--- config.mk ---
export PLATFORM = sky130hd
export DESIGN_NAME = dff_reg_arbiter_flat
export DESIGN_NICKNAME = d
export VERILOG_FILES = /design/src/rtl/dff_reg_arbiter_pkg.sv /design/src/rtl/dff_reg_arbiter_if.sv /design/src/rtl/dff_reg_arbiter_cell.sv /design/src/rtl/dff_reg_arbiter.sv /design/src/flat_wrapper.sv
export SDC_FILE = /design/constraint.sdc
export NUM_CORES = 1
export LEC_CHECK = 0
export BUFFER_PORTS_ARGS = -buffer_cell sky130_fd_sc_hd__buf_2
export CORE_AREA = 3 3 65 67
export CTS_CLUSTER_DIAMETER = 150
export DETAILED_ROUTE_END_ITERATION = 7
export DIE_AREA = 0 0 68 70
export HOLD_SLACK_MARGIN = 0.15
export PLACE_DENSITY = 0.73
export SLEW_MARGIN = 20
export SYNTH_ARGS = -nofsm -noshare
export SYNTH_HDL_FRONTEND = slang
export SYNTH_SLANG_ARGS = --single-unit
--- constraint.sdc ---
create_clock -name clk -period 1.9 [get_ports clk]
set_input_delay 0.38 -clock clk [delete_from_list [all_inputs] [get_ports clk]]
set_output_delay 0.38 -clock clk [all_outputs]
set_load 0.05 [all_outputs]
--- src/rtl/dff_reg_arbiter_pkg.sv ---
// rtl/dff_reg_arbiter_pkg.sv - shared op codes and FSM state encodings for dff_reg_arbiter
package dff_reg_arbiter_pkg;

    typedef enum logic [1:0] {
        OP_NOP    = 2'b00,
        OP_LOAD   = 2'b01,
        OP_PRESET = 2'b10,
        OP_CLEAR  = 2'b11
    } op_t;

    typedef enum logic [1:0] {
        ST_IDLE = 2'b00,
        ST_EXEC = 2'b01,
        ST_GAP  = 2'b10
    } state_t;

endpackage

--- src/rtl/dff_reg_arbiter_if.sv ---
// rtl/dff_reg_arbiter_if.sv - requester-side bus of the shared-register arbiter
//
// Signals:
//   req[N_REQ]            per-requester request level
//   op[2*N_REQ]           per-requester op, requester i in [2i+1:2i]
//   wdata[WIDTH*N_REQ]    per-requester load data, requester i in slice i
//   gnt[N_REQ]            one-hot grant, one cycle per service
//   busy                  arbiter not idle
//   q[WIDTH]              shared register contents
//   owner, owner_vld      last modifier of q (only with DFF_ARB_OWNER_EN)
// Modports: master (requesters), slave (arbiter).
interface dff_reg_arbiter_if #(
    parameter int N_REQ = 4,
    parameter int WIDTH = 8
);
    logic [N_REQ-1:0]       req;
    logic [2*N_REQ-1:0]     op;
    logic [WIDTH*N_REQ-1:0] wdata;
    logic [N_REQ-1:0]       gnt;
    logic                   busy;
    logic [WIDTH-1:0]       q;
`ifdef DFF_ARB_OWNER_EN
    logic [$clog2(N_REQ)-1:0] owner;
    logic                     owner_vld;
`endif

    modport master (
        output req, op, wdata,
`ifdef DFF_ARB_OWNER_EN
        input  owner, owner_vld,
`endif
        input  gnt, busy, q
    );

    modport slave (
        input  req, op, wdata,
`ifdef DFF_ARB_OWNER_EN
        output owner, owner_vld,
`endif
        output gnt, busy, q
    );
endinterface

--- src/rtl/dff_reg_arbiter_cell.sv ---
// rtl/dff_reg_arbiter_cell.sv - dff_pc_cell: WIDTH-bit register with synchronous load/set/clear
//
// Ports: clk, rst_n (async active-low), en (load d), set (all ones),
//        clr (all zeros), d[WIDTH], q[WIDTH]. Precedence clr > set > en.
module dff_pc_cell #(
    parameter int WIDTH = 8
) (
    input  logic             clk,
    input  logic             rst_n,
    input  logic             en,
    input  logic             set,
    input  logic             clr,
    input  logic [WIDTH-1:0] d,
    output logic [WIDTH-1:0] q
);
    always_ff @(posedge clk or negedge rst_n) begin
        if (!rst_n) begin
            q <= '0;
        end else if (clr) begin
            q <= '0;
        end else if (set) begin
            q <= '1;
        end else if (en) begin
            q <= d;
        end
    end
endmodule

--- src/rtl/dff_reg_arbiter.sv ---
// rtl/dff_reg_arbiter.sv - round-robin arbiter sharing one dff_pc_cell register among N_REQ requesters
//
// Ports: clk, rst_n (async active-low), bus (dff_reg_arbiter_if.slave:
//        req/op/wdata in, gnt/busy/q out).
// Optional macro DFF_ARB_OWNER_EN adds bus.owner / bus.owner_vld tracking
// the requester that last modified q.
module dff_reg_arbiter
    import dff_reg_arbiter_pkg::*;
#(
    parameter int N_REQ = 4,
    parameter int WIDTH = 8
) (
    input  logic               clk,
    input  logic               rst_n,
    dff_reg_arbiter_if.slave   bus
);
    localparam int IW = $clog2(N_REQ);

    state_t           state;
    logic [IW-1:0]    ptr;
    logic [IW-1:0]    sel;
    logic [WIDTH-1:0] cap_data;
    logic             cell_en, cell_set, cell_clr;
    logic [N_REQ-1:0] gnt_r;
    logic             busy_r;
    logic [WIDTH-1:0] q_int;

    op_t              op_arr   [N_REQ];
    logic [WIDTH-1:0] data_arr [N_REQ];

    for (genvar g = 0; g < N_REQ; g++) begin : g_split
        assign op_arr[g]   = op_t'(bus.op[2*g +: 2]);
        assign data_arr[g] = bus.wdata[WIDTH*g +: WIDTH];
    end

    // Winner: first asserted req searching upward from ptr, wrapping at N_REQ.
    logic          any;
    logic [IW-1:0] win;
    logic [IW:0]   cand;

    always_comb begin
        any  = 1'b0;
        win  = '0;
        cand = '0;
        for (int i = 0; i < N_REQ; i++) begin
            cand = {1'b0, ptr} + (IW+1)'(i);
            if (cand >= (IW+1)'(N_REQ)) begin
                cand = cand - (IW+1)'(N_REQ);
            end
            if (!any && bus.req[cand[IW-1:0]]) begin
                any = 1'b1;
                win = cand[IW-1:0];
            end
        end
    end

`ifdef DFF_ARB_OWNER_EN
    logic [IW-1:0] owner_r;
    logic          owner_vld_r;
    op_t           cap_op;
`endif

    // Cell controls are registered at IDLE->EXEC so the cell updates on the
    // edge leaving EXEC, the same edge that drops gnt.
    always_ff @(posedge clk or negedge rst_n) begin
        if (!rst_n) begin
            state    <= ST_IDLE;
            ptr      <= '0;
            sel      <= '0;
            cap_data <= '0;
            cell_en  <= 1'b0;
            cell_set <= 1'b0;
            cell_clr <= 1'b0;
            gnt_r    <= '0;
            busy_r   <= 1'b0;
`ifdef DFF_ARB_OWNER_EN
            cap_op      <= OP_NOP;
            owner_r     <= '0;
            owner_vld_r <= 1'b0;
`endif
        end else begin
            case (state)
                ST_IDLE: begin
                    if (any) begin
                        sel      <= win;
                        cap_data <= data_arr[win];
                        cell_en  <= (op_arr[win] == OP_LOAD);
                        cell_set <= (op_arr[win] == OP_PRESET);
                        cell_clr <= (op_arr[win] == OP_CLEAR);
                        gnt_r    <= N_REQ'(1) << win;
                        busy_r   <= 1'b1;
`ifdef DFF_ARB_OWNER_EN
                        cap_op   <= op_arr[win];
`endif
                        state    <= ST_EXEC;
                    end
                end
                ST_EXEC: begin
                    gnt_r    <= '0;
                    cell_en  <= 1'b0;
                    cell_set <= 1'b0;
                    cell_clr <= 1'b0;
`ifdef DFF_ARB_OWNER_EN
                    if (cap_op != OP_NOP) begin
                        owner_r     <= sel;
                        owner_vld_r <= 1'b1;
                    end
`endif
                    state    <= ST_GAP;
                end
                ST_GAP: begin
                    ptr    <= (sel == IW'(N_REQ-1)) ? '0 : sel + 1'b1;
                    busy_r <= 1'b0;
                    state  <= ST_IDLE;
                end
                default: begin
                    state <= ST_IDLE;
                end
            endcase
        end
    end

    dff_pc_cell #(.WIDTH(WIDTH)) u_cell (
        .clk   (clk),
        .rst_n (rst_n),
        .en    (cell_en),
        .set   (cell_set),
        .clr   (cell_clr),
        .d     (cap_data),
        .q     (q_int)
    );

    assign bus.gnt  = gnt_r;
    assign bus.busy = busy_r;
    assign bus.q    = q_int;
`ifdef DFF_ARB_OWNER_EN
    assign bus.owner     = owner_r;
    assign bus.owner_vld = owner_vld_r;
`endif
endmodule

--- src/flat_wrapper.sv ---
// flat-port wrapper written by rule: the top's interface ports become plain ports
module dff_reg_arbiter_flat import dff_reg_arbiter_pkg::*;
#(
    parameter int N_REQ = 4,
    parameter int WIDTH = 8
)
  (clk, rst_n, bus_req, bus_op, bus_wdata, bus_gnt, bus_busy, bus_q);
  dff_reg_arbiter_if #(.N_REQ(N_REQ), .WIDTH(WIDTH)) bus_i ();
  input  logic clk;
  input  logic rst_n;
  input wire logic [$bits(bus_i.req)-1:0] bus_req;
  input wire logic [$bits(bus_i.op)-1:0] bus_op;
  input wire logic [$bits(bus_i.wdata)-1:0] bus_wdata;
  output wire logic [$bits(bus_i.gnt)-1:0] bus_gnt;
  output wire logic [$bits(bus_i.busy)-1:0] bus_busy;
  output wire logic [$bits(bus_i.q)-1:0] bus_q;
  assign bus_i.req = bus_req;
  assign bus_i.op = bus_op;
  assign bus_i.wdata = bus_wdata;
  assign bus_gnt = bus_i.gnt;
  assign bus_busy = bus_i.busy;
  assign bus_q = bus_i.q;
  dff_reg_arbiter #(.N_REQ(N_REQ), .WIDTH(WIDTH)) u_core (.clk(clk), .rst_n(rst_n), .bus(bus_i));
endmodule
==> results.md <==
* Total wire length at 4.242 mm
* GP Congestion at 0.8236
* CP startpoint kind: flip-flop
* Crit path cell chain: mux2i_1 -> nor2_1 -> a311oi_4 -> buf_6 -> buf_6 -> mux2i_2 -> mux2_4 -> a31o_1
* Total of max-cap violations at 0
* # DRC at 0
* Post-synthesis average cell area at 10.06 um2
* Filler Cells Inserted at 324
* Setup crit end kind: flip-flop
* Final std cells w/o fill at 278
* Critical Path AT at 2.12 ns
* RSZ-0062 raised after global routing: true
* Clock Pin Slew Worst Setup and Hold Paths at 0.07 ns
* Fin. Hold Viols at 0
* Largest net degree at the start of global routing at 31
* Critical path's largest stage delay at 0.40 ns
* Initial antenna violation count at 0
* FF-to-FF End: u_core.cell_set
* Post-synth EDFFs at 0
* Top-count cell post-synth: dfrtp_1
* Syn Nets at 206
* DP Worst Slack at -0.1687 ns
* Period utilization at 101.9%
* Ranking of synthesized cells by area: dfrtp_1 (47%), mux2_2 (7.7%), a222oi_1 (5.0%), nand2_1 (4.7%), mux2i_1 (3.8%)
* Ys flop type: dfrtp_1
* Congestion Overflow GR at 0
* P&R area growth vs syn at 39.91%
* Dpl hpwl at 2.961 mm
* Failing checks: setup timing
* Die Wd at 68 um
* Max VDD drop at 0.9779 mV
* Status: finished, violations left
* R2R setup slack at -0.04 ns
* Power Dens Cells at 1825 nW/um2
* Die height at 70 um
* CTS buffer count at 5
* Reg2Reg Depth at 8
* Nets@finish at 276
* Clock latency on the worst-skew pair at 0.29 ns
* Slew Limit Fails at 0
* CTS Buffer Depth at 2
* Yosys reg bits at 30
* Min cycle time layout at 1.935 ns
* Post-Syn Instances at 159
* Global-route wire length before repair at 6.720 mm
* Setup Crit Path Kind: reg2reg
* Most frequent cells after synthesis: dfrtp_1 (30), nand2_1 (20), nor2_1 (12), mux2_2 (11)
* Worst-path maximum fanout at 6
* Yosys cell types at 32
* Hold/Removal Path Class: in2reg
* Critical Path End: u_core.cell_set
* Core Region at 3689 um2
* IO buf count at 58
* Setup Skew at 0.002260 ns
* Share of layout cells above drive strength 1 at 44.78%
* Sequential cell area fraction in the yosys report at 46.95%
* Vias in the first global route at 1,445
* Antenna viol nets, final at 0
* Vias/cell at 5.176
* Placed Cells at 267
* Synth Warn # at 0
* Root buf cell: clkbuf_8
* Cell area after synthesis at 1599 um2
* Top Ports at 59
* Buffers and inverters on the worst path at 2
* Worst-margin pin slew at 0.7513 ns
* Cell leakage power at 1.114 nW
* Detailed Route Iter0 Violations at 121
* Cell Rows at 22
* Area leader, netlist: dfrtp_1
* Setup WS post-layout at -0.03549 ns
* DRT Pass-1 Iters at 6
* Slowest cell on crit path: dfrtp_1
* WL/cell at 15.26 um
* Relative slew slack at 49.61%
* Share of the synthesized area in the top cell type at 46.95%
* Worst path depth at 8
* H-tree Lvls at 2
* Maximum clock rate at 0.5167 GHz
* Via Count at 1,439
* Die area at 4760 um2
* Cell mode on critical path: buf_6
* Final setup violation count at 7
* ANT cells at 0
* CTS tree: yes
* Synth async-reset ratio at 100.0%
* GR Util All Layers at 18.78%
* Effective utilization at floorplan at 43.35%
* Crit path launch: u_core.ptr[1]
* Clock Sinks at 30
* FF-to-FF Start: u_core.ptr[1]
* Largest delay share family, worst path: multiplexers
* Worst path required time at 2.09 ns
* Setup TNS at -0.1034 ns
-- layout make-up --
class	instances	area [um2]	share of cell area [%]
clock buffers	6	82.58	3.691
well taps	48	60.06	2.685
flip-flops and latches	30	750.7	33.56
multi-input cells	113	837.1	37.42
inverters	4	15.01	0.6711
clock inverters	2	60.06	2.685
repair buffers	75	431.7	19.30
-- logic make-up after synthesis --
group / Yosys count / synth area share, %
multiplexers: 17 / 11.50
AND/OR/NAND/NOR: 52 / 14.87
adder cells (fa/ha/maj): 1 / 0.7823
flip-flops: 30 / 46.95
buffers and inverters: 16 / 4.773
AO/OA/AOI/OAI: 43 / 21.13
-- worst min path at each step --
stage	from	slack [ns]	end	depth (start not counted)
finish	bus_wdata[6]	0.39	u_core.cap_data[6]	3
global route	bus_wdata[6]	0.39	u_core.cap_data[6]	3
CTS	bus_wdata[6]	0.39	u_core.cap_data[6]	3
detailed placement	rst_n	0.45	u_core.u_cell.q[0]	1
global placement	rst_n	0.45	u_core.u_cell.q[0]	1
floorplan	rst_n	0.08	u_core.bus.busy	0
-- state kept, by name, indices dropped and copies added (netlist names) --
register         count
u_core.cell_en       1
u_core.bus.busy      1
u_core.ptr           2
u_core.cell_set      1
u_core.u_cell.q      8
u_core.sel           2
u_core.bus.gnt       4
u_core.state         2
u_core.cell_clr      1
u_core.cap_data      8
-- report_power, final --
part / internal (mW) / switching, mW / total, mW / leakage [nW]
registers: 0.942 / 0.216 / 1.16 / 0.374
logic: 0.831 / 1.27 / 2.10 / 0.668
clock network: 0.559 / 0.270 / 0.830 / 0.0714
total: 2.33 / 1.75 / 4.08 / 1.11
-- cell usage in the layout, fill, tap and decap left out, types with 2 or more instances in the layout --
cell type / n
buf_6: 3
buf_4: 13
mux2_2: 5
a21oi_1: 3
buf_2: 58
a222oi_1: 8
mux2_4: 6
a211oi_1: 8
bufinv_16: 2
o21ai_1: 8
clkbuf_8: 6
nand3_1: 6
a21oi_2: 2
o21ai_0: 3
nor2_1: 12
nor2b_1: 8
dfrtp_1: 30
nand2b_1: 3
inv_1: 4
mux2i_2: 2
mux2i_1: 3
nand2_1: 20
o31ai_2: 2
-- what timing repair did --
item                                    CTS  global route
endpoints found under the setup margin    7            11
pin swaps                                 0             4
endpoints found under the hold margin    30             0
setup buffers                             0             2
hold buffers                              1             0
gates resized for setup                   0            18
-- metrics by stage --
stage          cell area (um2)  power, mW  hold slack [ns]  utilization [%]
2_1_floorplan             1609      2.587          0.08441                -
3_3_place_gp              1997      3.053           0.4456            54.14
3_5_place_dp              1997      3.099           0.4506            54.14
4_1_cts                   2150      3.937           0.3893            58.28
5_1_grt                   2237      4.336           0.3931            60.65
6_report                  2237      4.084           0.3917            60.65
-- metal layers --
layer	part of all wire (%)	routed length, um	GRT usage [%]
met1	41	1741	22.89
met2	52	2216	30.41
met3	4.9	208	3.859
met4	1.8	76	9.713
met5	0	0	0
-- worst reg2reg max path: cells and delay by family (launching register included) --
family                 cells  cell delay (ns)
buffers and inverters      2             0.30
AND/OR/NAND/NOR            1             0.09
AO/OA/AOI/OAI              2             0.47
multiplexers               3             0.57
flip-flops                 1             0.40
(Power assumes the default switching activity.)
